[src/rtl/edge_event_arbiter.sv]
// edge_event_arbiter: per-channel rising/falling edge detector that holds each
// detected edge as a pending event and hands pending events round-robin to one
// valid/ready event port, counting events lost when a channel re-fires before
// its previous event has left the pending store.
module edge_event_arbiter #(
    parameter int NCH = 4,
    parameter int CW  = 8
) (
    input  logic                   clk,
    input  logic                   rst,
    input  logic [NCH-1:0]         sig_i,
    input  logic [NCH-1:0]         rise_en_i,
    input  logic [NCH-1:0]         fall_en_i,
    output logic                   evt_valid_o,
    input  logic                   evt_ready_i,
    output logic [$clog2(NCH)-1:0] evt_ch_o,
    output logic                   evt_rise_o,
    output logic                   ovf_o,
    output logic [CW-1:0]          ovf_cnt_o,
    input  logic                   clr_ovf_i
);
    localparam int CHW  = $clog2(NCH);
    localparam int CNTW = $clog2(NCH + 1);
    localparam int SUMW = CW + CNTW;

    typedef enum logic { ARM = 1'b0, RUN = 1'b1 } state_t;

    state_t          state_q, state_d;
    logic [NCH-1:0]  prev_q, prev_d;
    logic [NCH-1:0]  pend_q, pend_d;
    logic [NCH-1:0]  ptype_q, ptype_d;
    logic            evt_valid_q, evt_valid_d;
    logic [CHW-1:0]  evt_ch_q, evt_ch_d;
    logic            evt_rise_q, evt_rise_d;
    logic [CHW-1:0]  last_grant_q, last_grant_d;
    logic            ovf_q, ovf_d;
    logic [CW-1:0]   ovf_cnt_q, ovf_cnt_d;

    logic            run;
    logic [NCH-1:0]  rise_det, fall_det, edge_det;
    logic            slot_free;
    logic            grant_vld;
    logic [CHW-1:0]  grant_ch;
    logic [CHW:0]    idx;
    logic [NCH-1:0]  load_vec;
    logic [NCH-1:0]  drop_vec;
    logic [CNTW-1:0] drop_cnt;

    // Add a per-cycle drop count to the overflow counter, sticking at all-ones.
    function automatic logic [CW-1:0] sat_add(input logic [CW-1:0]   base,
                                              input logic [CNTW-1:0] inc);
        logic [SUMW-1:0] sum;
        sum = {{CNTW{1'b0}}, base} + {{CW{1'b0}}, inc};
        if (|sum[SUMW-1:CW]) begin
            return {CW{1'b1}};
        end
        return sum[CW-1:0];
    endfunction

    // Edge detection against last cycle's sample; nothing fires while arming.
    always_comb begin
        run      = (state_q == RUN);
        rise_det = {NCH{run}} & sig_i & ~prev_q & rise_en_i;
        fall_det = {NCH{run}} & ~sig_i & prev_q & fall_en_i;
        edge_det = rise_det | fall_det;
    end

    // Round-robin grant over pending channels, starting just after the last winner.
    always_comb begin
        slot_free = ~evt_valid_q | evt_ready_i;
        grant_vld = 1'b0;
        grant_ch  = '0;
        idx       = '0;
        if (slot_free) begin
            for (int i = 1; i <= NCH; i++) begin
                idx = {1'b0, last_grant_q} + (CHW+1)'(i);
                if (idx >= (CHW+1)'(NCH)) begin
                    idx = idx - (CHW+1)'(NCH);
                end
                if (!grant_vld && pend_q[idx[CHW-1:0]]) begin
                    grant_vld = 1'b1;
                    grant_ch  = idx[CHW-1:0];
                end
            end
        end
        load_vec = '0;
        if (grant_vld) begin
            load_vec[grant_ch] = 1'b1;
        end
    end

    // Pending store update: a channel being moved into the slot can take a fresh
    // edge in the same cycle; otherwise a second edge on a busy channel is lost.
    always_comb begin
        pend_d   = pend_q;
        ptype_d  = ptype_q;
        drop_vec = '0;
        drop_cnt = '0;
        for (int c = 0; c < NCH; c++) begin
            if (load_vec[c]) begin
                pend_d[c] = 1'b0;
            end
            if (edge_det[c]) begin
                if (load_vec[c] || !pend_q[c]) begin
                    pend_d[c]  = 1'b1;
                    ptype_d[c] = rise_det[c];
                end else begin
                    drop_vec[c] = 1'b1;
                end
            end
            drop_cnt = drop_cnt + CNTW'(drop_vec[c]);
        end
    end

    // Event slot: load the granted channel, empty on accept, otherwise hold steady.
    always_comb begin
        evt_valid_d  = evt_valid_q;
        evt_ch_d     = evt_ch_q;
        evt_rise_d   = evt_rise_q;
        last_grant_d = last_grant_q;
        if (grant_vld) begin
            evt_valid_d  = 1'b1;
            evt_ch_d     = grant_ch;
            evt_rise_d   = ptype_q[grant_ch];
            last_grant_d = grant_ch;
        end else if (slot_free) begin
            evt_valid_d = 1'b0;
        end
    end

    // Overflow flag and counter; a clear still lets this cycle's drops register.
    always_comb begin
        ovf_d     = clr_ovf_i ? 1'b0 : ovf_q;
        ovf_cnt_d = clr_ovf_i ? '0   : ovf_cnt_q;
        if (|drop_vec) begin
            ovf_d = 1'b1;
        end
        ovf_cnt_d = sat_add(ovf_cnt_d, drop_cnt);
    end

    // Sequencing: one arming cycle after reset loads prev so a level already high
    // at reset release is not mistaken for an edge.
    always_comb begin
        prev_d  = sig_i;
        state_d = state_q;
        case (state_q)
            ARM:     state_d = RUN;
            RUN:     state_d = RUN;
            default: state_d = ARM;
        endcase
    end

    // State registers; reset discards all pending and in-slot events at once.
    always_ff @(posedge clk or negedge rst) begin
        if (!rst) begin
            state_q      <= ARM;
            prev_q       <= '0;
            pend_q       <= '0;
            ptype_q      <= '0;
            evt_valid_q  <= 1'b0;
            evt_ch_q     <= '0;
            evt_rise_q   <= 1'b0;
            last_grant_q <= CHW'(NCH - 1);
            ovf_q        <= 1'b0;
            ovf_cnt_q    <= '0;
        end else begin
            state_q      <= state_d;
            prev_q       <= prev_d;
            pend_q       <= pend_d;
            ptype_q      <= ptype_d;
            evt_valid_q  <= evt_valid_d;
            evt_ch_q     <= evt_ch_d;
            evt_rise_q   <= evt_rise_d;
            last_grant_q <= last_grant_d;
            ovf_q        <= ovf_d;
            ovf_cnt_q    <= ovf_cnt_d;
        end
    end

    assign evt_valid_o = evt_valid_q;
    assign evt_ch_o    = evt_ch_q;
    assign evt_rise_o  = evt_rise_q;
    assign ovf_o       = ovf_q;
    assign ovf_cnt_o   = ovf_cnt_q;

endmodule

[config.mk]
export PLATFORM = sky130hd
export DESIGN_NAME = edge_event_arbiter
export DESIGN_NICKNAME = d
export VERILOG_FILES = /design/src/rtl/edge_event_arbiter.sv
export SDC_FILE = /design/constraint.sdc
export NUM_CORES = 1
export LEC_CHECK = 0
export ABC_AREA = 1
export ABC_CLOCK_PERIOD_IN_PS = 5100
export CAP_MARGIN = 20
export CORE_ASPECT_RATIO = 0.8
export CORE_UTILIZATION = 55
export CTS_BUF_LIST = sky130_fd_sc_hd__clkbuf_4
export DETAILED_ROUTE_END_ITERATION = 10
export GPL_TIMING_DRIVEN = 0
export PLACE_DENSITY = 0.8
export SKIP_LAST_GASP = 1
export SLEW_MARGIN = 20
export SYNTH_ARGS = -nofsm -noshare
export SYNTH_HDL_FRONTEND = slang
export SYNTH_SLANG_ARGS = --single-unit
[constraint.sdc]
create_clock -name clk -period 5.1 [get_ports clk]
set_input_delay 1.02 -clock clk [delete_from_list [all_inputs] [get_ports clk]]
set_output_delay 1.02 -clock clk [all_outputs]
set_load 0.02 [all_outputs]
Word level (Yosys, flattened, before mapping):

Cells that the tools add are included.
Widths: inputs -> output; s select.

* bits in registers: 28
* latch bits: 0
* RAM bits: 0
* memory bits (read-only): 0
* memories kept: 0

* add/subtract/negate cells: 12
* multiply operators: 0
* div/mod/pow operators: 0
* $lt $le $gt $ge: 10
* equal/unequal tests: 0
* shift operators: 0
* muxes and demuxes: 62
* bitwise gates (word level): 11
* reductions and logical operators: 23

Operators by type and width (count)
* $mux 1: 39
* $mux 2: 13
* $and 4x4->4: 6
* $mux 8: 3
* $lt 2x3->1 const B: 5
* $ge 3x3->1 const B: 4
* $bmux 1 s2: 5
* $add 8x3->9: 1
* $not 4->4: 2
* $reduce_and 2->1: 4
* $sub 2x1->2 const B: 4
* $logic_not 1->1: 7
* $add 2x2->3 const B: 2
* $logic_and 1x1->1: 4
* $logic_or 1x1->1: 4
* $mux 4: 1
* $or 4x4->4: 1
* $reduce_bool 2->1: 2
* $reduce_or 4->1: 1
* $add 2x1->3: 1
* $add 2x1->3 const B: 1
* $add 2x3->3 const B: 1
* $add 3x1->3: 1
* $reduce_or 3->1: 1
* other kinds (5): 5

Logic depth before layout (Yosys ltp):

* depth after elaboration: 35
* mapped depth: 25
* gate-level depth less buffers: 25

Worst setup path before layout:

No wires, ideal clock.

* kind: input -> register
* start: input port evt_ready_i
* end: register ovf_cnt_q[4] (netlist: ovf_cnt_o[4])
* library setup time: 87 ps
* arrival: 3867 ps
* data required time: 5013 ps
* setup slack: 1147 ps
* cell stages on the path: 18
* buffers on the path: 0
* path through: inv_1 -> nand2_1 -> nand2_1 -> inv_1 -> nand3_2 -> nand2_2 -> nor2_2 -> fa_1 -> inv_1 -> fa_1 -> inv_1 -> fa_1 -> nand3_1 -> inv_1 -> nand3_1 -> nor4_1 -> inv_1 -> o211ai_1

* longest elaborated chain between the ends: 17

RTL lines
* start, declared: line 15 `input logic evt_ready_i,`
* $or 1x1->1 *: line 70 `slot_free = ~evt_valid_q | evt_ready_i;`
* $mux 2: line 74 `if (slot_free) begin`
* $lt 2x3->1 (not written as such) / $ge 2x1->1 (equally long branches): line 88 `load_vec[grant_ch] = 1'b1;`
* $logic_and 1x1->1 (not written as such): line 88
* $mux 1 (not written as such): line 88
* $demux 1 s2: line 88
* $mux 4 *: line 87 `if (grant_vld) begin`
* $logic_or 1x1->1: line 104 `if (load_vec[c] || !pend_q[c]) begin`
* (+2 left out)
* $add 1x1->2: line 111 `drop_cnt = drop_cnt + CNTW'(drop_vec[c]);`
* $add 2x1->3: line 111
* $add 3x1->3 *: line 111
* $add 8x3->9 *: line 53 `sum = {{CNTW{1'b0}}, base} + {{CW{1'b0}}, inc};`
* $reduce_or 3->1: line 54 `if (|sum[SUMW-1:CW]) begin`
* $mux 1: line 54
* $mux 8 *: line 57 `return sum[CW-1:0];`
* named net ovf_cnt_d[4]: line 37 `logic [CW-1:0] ovf_cnt_q, ovf_cnt_d;`
* end signal, assigned: line 176 `ovf_cnt_q <= ovf_cnt_d;`
* end, declared: line 37

Mark *: on every way through the listed nets, which the timed path passes. The rest lies on a longest branch.
A chain may end at the register's enable or synchronous reset.

Worst setup path in the final report:

Ends and elaborated chain as after synthesis.

==> summary.md <==
| Metric | Value |
|---|---|
| Filler cells | 233 |
| MaxCap Viol Count | 0 |
| Slew Limit Fails | 0 |
| Crit Path Max Fanout | 6 |
| Min-Delay Startpoint | ptype_q[3]$_DFFE_PN0P_ |
| Synth cell types | 32 |
| Share of the synthesized area in the top cell type | 37.7% |
| DRC viols | 0 |
| Hold Crit Class | reg -> reg |
| Most common cell in the netlist | nand2_1 |
| Initial Util | 60.1% |
| Post_cts resized | 0 |
| EDFF count, synth | 0 |
| Worst slew pin tran | 0.616 ns |
| Max Fclk | 0.217 GHz |
| Reg area | 703 um2 |
| Non-Filler Instances | 290 |
| Die area | 0.00337 mm2 |
| Overflow after GRT | 0 |
| Crit start category | input pin |
| Antenna Cells | 0 |
| Vias per std cell | 4.90 |
| P&R area growth vs syn | 20.2% |
| Reg-to-reg critical path endpoint | ovf_cnt_o[4]$_DFF_PN0_ |
| CP required | 5.36 ns |
| Min Tclk post-route | 4.61 ns |
| Inst Count DP | 286 |
| Synth Cell Area | between 0.0015 and 0.002 mm2 |
| Min Hold Slack | roughly 0.49 ns |
| Cell Pwr Density | 562 mW/mm2 |
| Final hold viol count | 0 |
| Vias in the first global route | 1,249 |
| Worst Path Class, Setup | in -> reg |
| Via Count | between 1,000 and 1,500 |
| Maximum number of pins on one net before global-route repair | 29 |
| Worst path arrival time | about 5 ns |
| Largest area contributor in the netlist | dfrtp_1 |
| Dominant cells by area after synthesis | dfrtp_1 (38%), nand2_1 (15%), inv_1 (7.8%) |
| Slew margin rel. | roughly three fifths |
| Die Y | around 52 um |
| Max clock buf depth | 2 |
| #FFs+latches synth | 28 |
| Clk_lat worst skew | ~0.33 ns |
| Clock root buffer master | clkbuf_4 |
| Hold_buf cts | 0 |
| Setup Fix Bufs, Post-CTS | 0 |
| Initial antenna violation count | 0 |
| Cells after synthesis | 220 |
| IO buf count | 28 |
| Reg2Reg Depth | 22 |
| Post-synth net total | between 200 and 250 |
| Finish-stage setup viols | 0 |
| Status | finished, final reports clean |
| Final ANT Viol Nets | 0 |
| Gpl congestion | approximately 0.89 |
| Worst R2R Setup Slack | 0.63 ns |
| Period utilization | 90.3% |
| Drt first pass iters | 4 |
| Ys async rst share | 100% |
| RSZ-0062 raised after global routing | false |
| Global-route wire length before repair | 5.39 mm |
| Final setup TNS | 0 ns |
| Final HPWL DP | about 2.5 mm |
| Hold Path Depth | 2 |
| WL final | around 3.1 mm |
| Synth cell count leaders | nand2_1 (71), inv_1 (36), dfrtp_1 (26), nand3_1 (14), nand2_2 (9) |
| Sequential area share after synthesis | about two fifths |
| Tot GR Track Use | roughly a fifth |
| Yosys warnings | 0 |
| Die X | 64.6 um |
| Detailed-route wire length per cell | 10.6 um |
| Final #Nets | 274 |
| Number of CTS-inserted buffers | 3 |
| Clk_skew | 0.00255 ns |
| Core footprint | 0.00287 mm2 |
| I/O pins | 29 |
| TritonCTS clock tree | done |
| Primary FF master, synth | dfrtp_1 |
| H-tree levels | 1 |
| FP Rows | 17 |
| Clock transition at path regs | 0.14 ns |
| Min-Delay Endpoint | ptype_q[3]$_DFFE_PN0P_ |
| Worst VDD drop | between 0.2 and 0.3 mV |
| Clock sinks | 28 |
| Share of layout cells above drive strength 1 | 14.3% |
| LEAKAGE | 0.00109 uW |
| Crit path capture type | register |
| R2R Path Start | last_grant_q[1]$_DFFE_PN1P_ |
| DRT iter0 DRCs | about 130 |
| Avg Inst Size Synth | 7.85 um2 |
| Multi-input logic area | 855 um2 |
==> metrics by stage <==
step	instance area, um2	power (uW)	setup WS, ns	util [%]
after CTS	2080	1170	0.491	72.3
final	2080	1170	0.494	72.3
after global placement	2050	1070	0.240	71.5
after global routing	2080	1280	0.0687	72.3
after detailed placement	2050	1080	0.147	71.4
after floorplan	1730	917	1.15	-
==> state kept, by name, summed over array words and instances (netlist names) <==
register / cells
prev_q: 4
ovf_cnt_o: 8
pend_q: 4
ovf_o: 1
evt_ch_o: 2
ptype_q: 4
last_grant_q: 2
evt_rise_o: 1
run: 1
evt_valid_o: 1
==> report_power, final <==
group          total, uW  leakage (uW)  switching (uW)  internal, uW
Combinational        733      0.000723             472           261
Sequential           343      0.000349            48.5           294
Clock               92.3     0.0000154            63.5          28.8
==> worst max-delay path, cell delays in order <==
cell and delay, ns:
clkdlybuf4s50_1 0.45, inv_1 0.04, nand2_1 0.24, nand2_1 0.21
inv_1 0.14, nand3_2 0.08, nand2_2 0.10, nor2_2 0.06
fa_1 0.53, inv_1 0.05, fa_1 0.43, inv_1 0.12
fa_1 0.23, nand3_1 0.13, inv_1 0.07, nand3_1 0.11
nor4_1 0.46, inv_1 0.23, o211ai_1 0.14
==> layout make-up <==
cell class | instances | area share, %
clock inverter | 1 | 0.181
buffer | 2 | 0.723
clock buffer | 3 | 1.08
inverter | 41 | 7.41
tap | 38 | 2.29
multi-input combinational | 149 | 41.2
timing repair buffer | 28 | 13.3
sequential | 28 | 33.9
==> layout by cell type, fill, tap and decap left out, types with 4 or more instances in the layout <==
master           count
inv_1               36
nand2_2              9
nand3_2              4
nand4_1              6
nor2_1               6
nand3_1             14
clkdlybuf4s50_1     27
dfrtp_1             26
inv_2                5
o21ai_0              7
nand2_1             71
==> worst max path at each step <==
stage                     cells past startpoint                     end  slack [ns]         from
after floorplan                              18  ovf_cnt_o[4]$_DFF_PN0_        1.15  evt_ready_i
after global placement                       19  ovf_cnt_o[4]$_DFF_PN0_        0.24  evt_ready_i
after detailed placement                     19  ovf_cnt_o[4]$_DFF_PN0_        0.15  evt_ready_i
after CTS                                    19  ovf_cnt_o[4]$_DFF_PN0_        0.49  evt_ready_i
after global routing                         19  ovf_cnt_o[4]$_DFF_PN0_        0.07  evt_ready_i
final                                        19  ovf_cnt_o[4]$_DFF_PN0_        0.49  evt_ready_i
==> cell families after synthesis <==
kind of cell / count (synthesis) / share of synthesized area (%)
AO/OA/AOI/OAI: 17 / 6.59
XOR/XNOR: 4 / 2.03
adder cells (fa/ha/maj): 5 / 4.93
buffers and inverters: 43 / 9.78
flip-flops: 28 / 40.7
other: 1 / 0.217
AND/OR/NAND/NOR: 122 / 35.7
==> routing by layer <==
layer  routed length [um]  track usage, %
met1                 1620            31.3
met2                 1270            31.4
met3                  157            4.61
met4                   30            4.81
met5                    0               0
No activity file was read; power rests on OpenSTA's default activity.
